**src/rtl/wrr_pop_scheduler.sv**
```systemverilog
// Weighted round-robin pop controller: grants one non-empty FIFO at a time for a
// burst of up to its weight, and forwards popped words with a fixed 2-cycle latency.
module wrr_pop_scheduler #(
  parameter int QUEUE_QUANTITY = 4,
  parameter int DATA_BITS      = 8,
  parameter int WEIGHT_BITS    = 3
) (
  input  logic                                  clk,
  input  logic                                  rst,
  input  logic                                  enb,
  input  logic [QUEUE_QUANTITY-1:0]             buf_empty,
  input  logic [QUEUE_QUANTITY*DATA_BITS-1:0]   fifo_data,
  input  logic [QUEUE_QUANTITY*WEIGHT_BITS-1:0] weights,
  input  logic                                  pause,
  output logic [QUEUE_QUANTITY-1:0]             pop,
  output logic [DATA_BITS-1:0]                  data_out,
  output logic                                  valid_out,
  output logic [$clog2(QUEUE_QUANTITY)-1:0]     current_queue,
  output logic                                  busy
);
  localparam int QW     = $clog2(QUEUE_QUANTITY);
  localparam int STAGES = 2;

  typedef enum logic {IDLE, SERVE} state_t;

  state_t                 state, state_nxt;
  logic [QW-1:0]          ptr, ptr_nxt, cq_nxt, scan_idx, cand;
  logic [WEIGHT_BITS-1:0] burst_cnt, burst_nxt, scan_w;
  logic                   found, go, popping;
  logic [STAGES:1]        vld_pipe;
  logic [QW-1:0]          idx_p1;

  assign go   = enb & ~pause;
  assign busy = (state == SERVE);

  // Rotating priority scan; descending loop so the smallest offset from ptr wins.
  always_comb begin
    found    = 1'b0;
    scan_idx = ptr;
    cand     = ptr;
    for (int k = QUEUE_QUANTITY - 1; k >= 0; k--) begin
      cand = ptr + QW'(k);
      if (!buf_empty[cand]) begin
        found    = 1'b1;
        scan_idx = cand;
      end
    end
    scan_w = weights[scan_idx*WEIGHT_BITS +: WEIGHT_BITS];
  end

  always_comb begin
    pop     = '0;
    popping = (state == SERVE) && go && !buf_empty[current_queue];
    if (popping) pop[current_queue] = 1'b1;
  end

  always_comb begin
    state_nxt = state;
    ptr_nxt   = ptr;
    cq_nxt    = current_queue;
    burst_nxt = burst_cnt;
    case (state)
      IDLE: begin
        if (found && go) begin
          cq_nxt    = scan_idx;
          burst_nxt = (scan_w == '0) ? WEIGHT_BITS'(1) : scan_w;
          state_nxt = SERVE;
        end
      end
      SERVE: begin
        if (popping) begin
          burst_nxt = burst_cnt - WEIGHT_BITS'(1);
          if (burst_cnt == WEIGHT_BITS'(1)) begin
            state_nxt = IDLE;
            ptr_nxt   = current_queue + QW'(1);
          end
        end else if (buf_empty[current_queue]) begin
          state_nxt = IDLE;
          ptr_nxt   = current_queue + QW'(1);
        end
      end
      default: state_nxt = IDLE;
    endcase
  end

  always_ff @(posedge clk) begin
    if (rst) begin
      state         <= IDLE;
      ptr           <= '0;
      current_queue <= '0;
      burst_cnt     <= '0;
    end else begin
      state         <= state_nxt;
      ptr           <= ptr_nxt;
      current_queue <= cq_nxt;
      burst_cnt     <= burst_nxt;
    end
  end

  // Stage 1 remembers which FIFO was popped; stage 2 captures its read data.
  always_ff @(posedge clk) begin
    if (rst) begin
      vld_pipe <= '0;
      idx_p1   <= '0;
      data_out <= '0;
    end else begin
      vld_pipe <= {vld_pipe[STAGES-1:1], popping};
      if (popping)     idx_p1   <= current_queue;
      if (vld_pipe[1]) data_out <= fifo_data[idx_p1*DATA_BITS +: DATA_BITS];
    end
  end

  assign valid_out = vld_pipe[STAGES];
endmodule

```
**config.mk**
```make
export PLATFORM = sky130hd
export DESIGN_NAME = wrr_pop_scheduler
export DESIGN_NICKNAME = d
export VERILOG_FILES = /design/src/rtl/wrr_pop_scheduler.sv
export SDC_FILE = /design/constraint.sdc
export NUM_CORES = 1
export LEC_CHECK = 0
export ABC_CLOCK_PERIOD_IN_PS = 3100
export BUFFER_PORTS_ARGS = -buffer_cell sky130_fd_sc_hd__buf_2
export CORE_UTILIZATION = 45
export CTS_CLUSTER_DIAMETER = 30
export CTS_CLUSTER_SIZE = 12
export DETAILED_ROUTE_END_ITERATION = 6
export PLACE_DENSITY_LB_ADDON = 0.3
export SLEW_MARGIN = 10
export SYNTH_ARGS = -nofsm -noshare
export SYNTH_HDL_FRONTEND = slang
export SYNTH_SLANG_ARGS = --single-unit
```
**constraint.sdc**
```tcl
create_clock -name clk -period 3.1 [get_ports clk]
set_input_delay 0.93 -clock clk [delete_from_list [all_inputs] [get_ports clk]]
set_output_delay 0.93 -clock clk [all_outputs]
set_load 0.1 [all_outputs]
```
==> Word-level counts from Yosys, hierarchy flattened <==
Cells that the tools add are included.
{ "totals": {"regBits": 20, "input_bits": 52, "out_inout_bits": 16, "wordCells": 71} }
{ "classes": {"n_addsub": 5, "mul": 1, "order_cmp": 6, "eq_ne": 4, "shifts": 2, "muxes": 33, "bitwise_logic": 3, "reduce_logical": 10} }
{ "ops": {"columns": ["cell", "count"], "rows": [
  ["indexed part select 32 x 6 -> 8 bit", 1],
  ["< comparator 2 x 3 -> 1 bit, second input constant", 5],
  ["2-to-1 mux 1 bit", 14],
  ["2-to-1 mux 2 bit", 7],
  ["indexed part select 12 x 5 -> 3 bit", 1],
  ["binary-select mux 1 bit (select 2 bit)", 5],
  ["2-to-1 mux 3 bit", 3],
  ["one-hot mux 3 bit (2 select lines)", 1],
  ["adder 2 x 1 -> 2 bit, second input constant", 2],
  ["adder 2 bit, second input constant", 2],
  ["logical AND 1 bit", 4],
  ["multiplier 2 x 2 -> 4 bit, second input constant", 1],
  ["2-to-1 mux 4 bit", 1],
  ["!= test 2 x 1 -> 1 bit, second input constant", 2],
  ["AND reduction 2 bit", 2],
  ["== test 3 x 1 -> 1 bit, second input constant", 1],
  ["zero test 3 bit", 1],
  ["AND reduction 3 bit", 1],
  ["subtractor 3 x 1 -> 3 bit, second input constant", 1],
  ["demux 1 bit (select 2 bit)", 1],
  [">= comparator 2 x 1 -> 1 bit, second input constant", 1],
  ["!= test 2 bit, second input constant", 1],
  ["inverter 1 bit", 2],
  ["one-hot mux 1 bit (2 select lines)", 1],
  ["other kinds (3)", 3]
]} }

==> Logic depth before layout (Yosys ltp) <==
{ "depth": {"ltp_word": 13, "ltp_mapped": 7, "depth_no_buf": 7} }

==> Least setup slack after synthesis <==
No wires, ideal clock.
{ "synth_timing": {"path_type": "reg2out", "start": "register current_queue[1]", "end": "output pop[0]", "arrival_time_ns": 2.732, "required_ns": 2.170, "path_slack_ns": -0.562, "stages_incl_launch_ff": 4, "n_path_buf": 0, "path_cell_list": "dfxtp_1 mux4_2 nor2_1 and3_1"} }
{ "synth_between": {"elab_chain_cells": 5, "elab_cells_between_ends": 10, "cone_classes": "2 x order compare; 5 x mux; 3 x reduce/logical"} }
{ "synth_lines": {"columns": ["item", "line", "rtl"], "rows": [
  ["from (decl)", "18", "output logic [$clog2(QUEUE_QUANTITY)-1:0] current_queue,"],
  ["from (signal assigned)", "95", "current_queue <= cq_nxt;"],
  ["< comparator 2 x 3 -> 1 bit (implied by the code) (tied with other cells)", "54", "if (popping) pop[current_queue] = 1'b1;"],
  ["logical AND 1 bit (implied by the code) / 2-to-1 mux 1 bit (equally long branches)", "54, 53", null],
  ["2-to-1 mux 1 bit (implied by the code) / zero test 1 bit (equally long branches)", "54, 53", null],
  ["demux 1 bit (select 2 bit) / logical AND 1 bit (equally long branches)", "54, 53", null],
  ["2-to-1 mux 4 bit (*)", "54", null],
  ["to (decl)", "15", "output logic [QUEUE_QUANTITY-1:0] pop,"]
]} }
Every way passes the cells marked *; elsewhere a longest branch is shown, timed or not. The select of a mux whose other input is x is not followed.

==> Worst setup path after layout <==
{ "layout_timing": {"start": "input buf_empty[3]", "end": "output pop[2]"} }
{ "layout_between": {"elab_chain_cells": 5} }
{ "layout_lines": {"columns": ["item", "line", "rtl"], "rows": [
  ["from (decl)", "11", "input logic [QUEUE_QUANTITY-1:0] buf_empty,"],
  ["binary-select mux 1 bit (select 2 bit)", "53", "popping = (state == SERVE) && go && !buf_empty[current_queue];"],
  ["2-to-1 mux 1 bit (implied by the code)", "53", null],
  ["zero test 1 bit", "53", null],
  ["logical AND 1 bit", "53", null],
  ["2-to-1 mux 4 bit", "54", null]
]} }
No other way between the ends. The select of a mux whose other input is x is not followed.

==> impl_metrics.json <==
{
  "numPortBuffers": 67,
  "path_max_fanout": 5,
  "synth_warnings": 0,
  "synthArstFlopShare_pct": 0,
  "ys_ff_latch": 20,
  "cp.required_ps": 2170,
  "avgSynthCellArea_um2": 9.49,
  "cts_htree_levels": 1,
  "dp_cells": 241,
  "layout_setup_ws_ps": 67.3,
  "hp-class": "reg2reg",
  "worst_slew_pin_slew_ps": 551,
  "synthSimpleGateAreaFrac_pct": 18.9,
  "vias": 1402,
  "violations": "DRC",
  "period_share_pct": 97.8,
  "syn_nets": 202,
  "worstSetupEndpointType": "output pin",
  "cts_tree": "done",
  "die_x_um": 57.1,
  "hold_viol": 0,
  "antenna_found_initial": 0,
  "cts_buffers": 3,
  "nets": 273,
  "max_freq_mhz": 330,
  "clock_skew_ps": 19.2,
  "p_leak_nw": 0.830,
  "worstSkewPairLatency_ps": 310,
  "syn_area_mm2": 0.00137,
  "grt.total_usage_pct": 22.6,
  "r2r_end": "burst_cnt[2]",
  "hold_buffers": 0,
  "grt_first_pass_wirelength_mm": 5.78,
  "ff2ff_path_depth": 6,
  "rsz0062_at_grt": "false",
  "fin_crit_ps": 3030,
  "clockRootBuffer": "clkbuf_4",
  "synthAdderAreaFrac_pct": 5.49,
  "irDropWorstVdd_v": 0.000263,
  "overflow": 0,
  "worstSetupPathType": "in2out",
  "die_y_um": 57.1,
  "initial_core_util_pct": 48.7,
  "setup_viol": 0,
  "synthFlopType": "dfxtp_1",
  "core_mm2": 0.00281,
  "wirelength_mm": 3.49,
  "cts_sinks": 20,
  "p_per_area_mw_per_mm2": 340,
  "critPathLaunchType": "primary input",
  "wl_per_cell_um": 14.2,
  "die_area_mm2": 0.00326,
  "crit_arrival_ps": 2100,
  "first_iter_violations": 69,
  "viasPerCell": 5.72,
  "first_pass_iters": 6,
  "io_pins": 68,
  "drc": 8,
  "grt_max_degree": 21,
  "antenna_cells": 0,
  "layout-drive-gt1-share_pct": 46.7,
  "r2r-start": "current_queue[1]",
  "r2r_slack_ps": 1140,
  "slew_viol_final": 0,
  "outcome": "finished with violations",
  "cap_violations": 0,
  "synth_edf_count": 0,
  "synthCells": 144,
  "synth_mux_area_share_pct": 26.6,
  "max_slew_margin_pct": 63.2,
  "area_growth_pct": 37.9,
  "fin_cells": 245,
  "synth_compound_area_share_pct": 15.7,
  "path_clk_slew_ps": 130,
  "grt_pass1_vias": 1383,
  "rows": 19,
  "dpl.hpwl_mm": 2.90,
  "yosysUniqueCellTypes": 36,
  "synth_top_family_by_area": "multiplexers",
  "place.gp.congestion": 0.825,
  "synthXorXnorAreaFrac_pct": 0,
  "timing.critical_path.from": "buf_empty[3]",
  "critPathCapture": "pop[2]",
  "fin_area_mm2": 0.00188,
  "clockBufferDepth": 2,
  "yosysSeqAreaShare_pct": 29.3,
  "dpl-instance-area_mm2": 0.00182,
  "ant_nets": 0,
  "place_ws_ps": 0.459
}
## kinds of logic after synthesis
| group | Yosys count |
|---|---|
| buffers and inverters | 14 |
| AO/OA/AOI/OAI | 29 |
| flip-flops | 20 |
| AND/OR/NAND/NOR | 50 |
| adder cells (fa/ha/maj) | 6 |
| multiplexers | 25 |
## layout by cell type (no fill, tap or decap), drive strengths merged
master   synthesis  routed
mux4             9       9
a21oi            5       5
nor2b            3       3
o21ai           12      12
or2              1       1
o2111ai          1       1
o41a             1       1
nand3b           1       1
a222oi           1       1
a21o             1       1
nor4             1       1
ha               6       6
nor2            19      19
nand2b           2       2
nand3            4       4
mux2i           15      15
dfxtp           20      20
o2111a           1       1
mux2             1       1
and2             1       1
nand2            6       6
a32oi            4       4
buf              2      73
bufinv           0       1
and3             6       6
nand4            1       1
clkbuf           5       3
a221oi           1       1
or4              1       1
nor3b            1       1
nor3             3       3
inv              7       7
a21boi           2       2
## critical path, stage by stage
cell	delay, ps
buf_2	110
mux4_2	510
nor2_4	150
and3_2	220
buf_12	180
## timing repair
item | 4_1_cts | 5_1_grt
buffers inserted | 0 | 0
cloned | 0 | 0
resized for setup | 1 | 1
endpoints found under the setup margin | 1 | 1
## layout make-up
cell class	instances	area (um^2)
multi-input cells	110	923
fillers	226	921
repair buffers	73	440
flip-flops and latches	20	403
well taps	31	38.8
clock inverters	1	30.0
inverters	7	26.3
clock buffers	3	22.5
## through the flow
stage | setup TNS, ps | hold slack, ps | total power, mW | utilization [%]
after floorplan | -65.6 | 468 | 0.370 | -
after global placement | 0 | 471 | 0.424 | 65.0
after detailed placement | 0 | 483 | 0.432 | 65.0
after CTS | 0 | 513 | 0.645 | 67.0
after global routing | 0 | 550 | 0.671 | 67.2
final | 0 | 504 | 0.641 | 67.2
## synth_stat cells, types with 2 or more instances
cell type | count | share of area (%)
nand2_1 | 6 | 1.6
nand2b_1 | 2 | 0.92
nor2_1 | 19 | 5.2
clkbuf_1 | 5 | 1.4
nor3_1 | 2 | 0.73
dfxtp_1 | 20 | 29
a32oi_2 | 2 | 2.4
a21boi_0 | 2 | 1.1
a32oi_1 | 2 | 1.3
mux4_2 | 9 | 15
and3_1 | 5 | 2.3
a21oi_1 | 5 | 1.8
buf_2 | 2 | 0.73
ha_1 | 6 | 5.5
o21ai_1 | 3 | 1.1
o21ai_0 | 9 | 3.3
inv_1 | 7 | 1.9
nor2b_1 | 3 | 1.4
mux2i_1 | 15 | 11
nand3_1 | 4 | 1.5
## report_power, final
group	internal (mW)	total, mW	switching (mW)
clock network	0.131	0.212	0.0815
logic	0.0709	0.155	0.0837
registers	0.264	0.274	0.00996
## worst min path at each step
stage	to	slack, ps	depth (start not counted)	from
4_1_cts	data_out[1]	510	2	data_out[1]
2_1_floorplan	burst_cnt[1]	470	2	burst_cnt[1]
3_3_place_gp	data_out[2]	470	2	data_out[2]
6_report	data_out[1]	500	2	data_out[1]
3_5_place_dp	data_out[1]	480	2	data_out[1]
5_1_grt	data_out[6]	550	2	data_out[6]
## registers in the layout (all words and copies together) (netlist names)
register       count
current_queue      2
ptr                2
vld_pipe           2
idx_p1             2
data_out           8
busy               1
burst_cnt          3
## routing by layer
layer | routed length (um) | track usage [%] | vias up
met5 | 0 | 0 | -
met1 | 1360 | 25.4 | 654
li1 | - | - | 677
met3 | 211 | 4.76 | 8
met2 | 1840 | 41.2 | 63
met4 | 73 | 9.41 | 0
No activity file was read; power rests on OpenSTA's default activity.
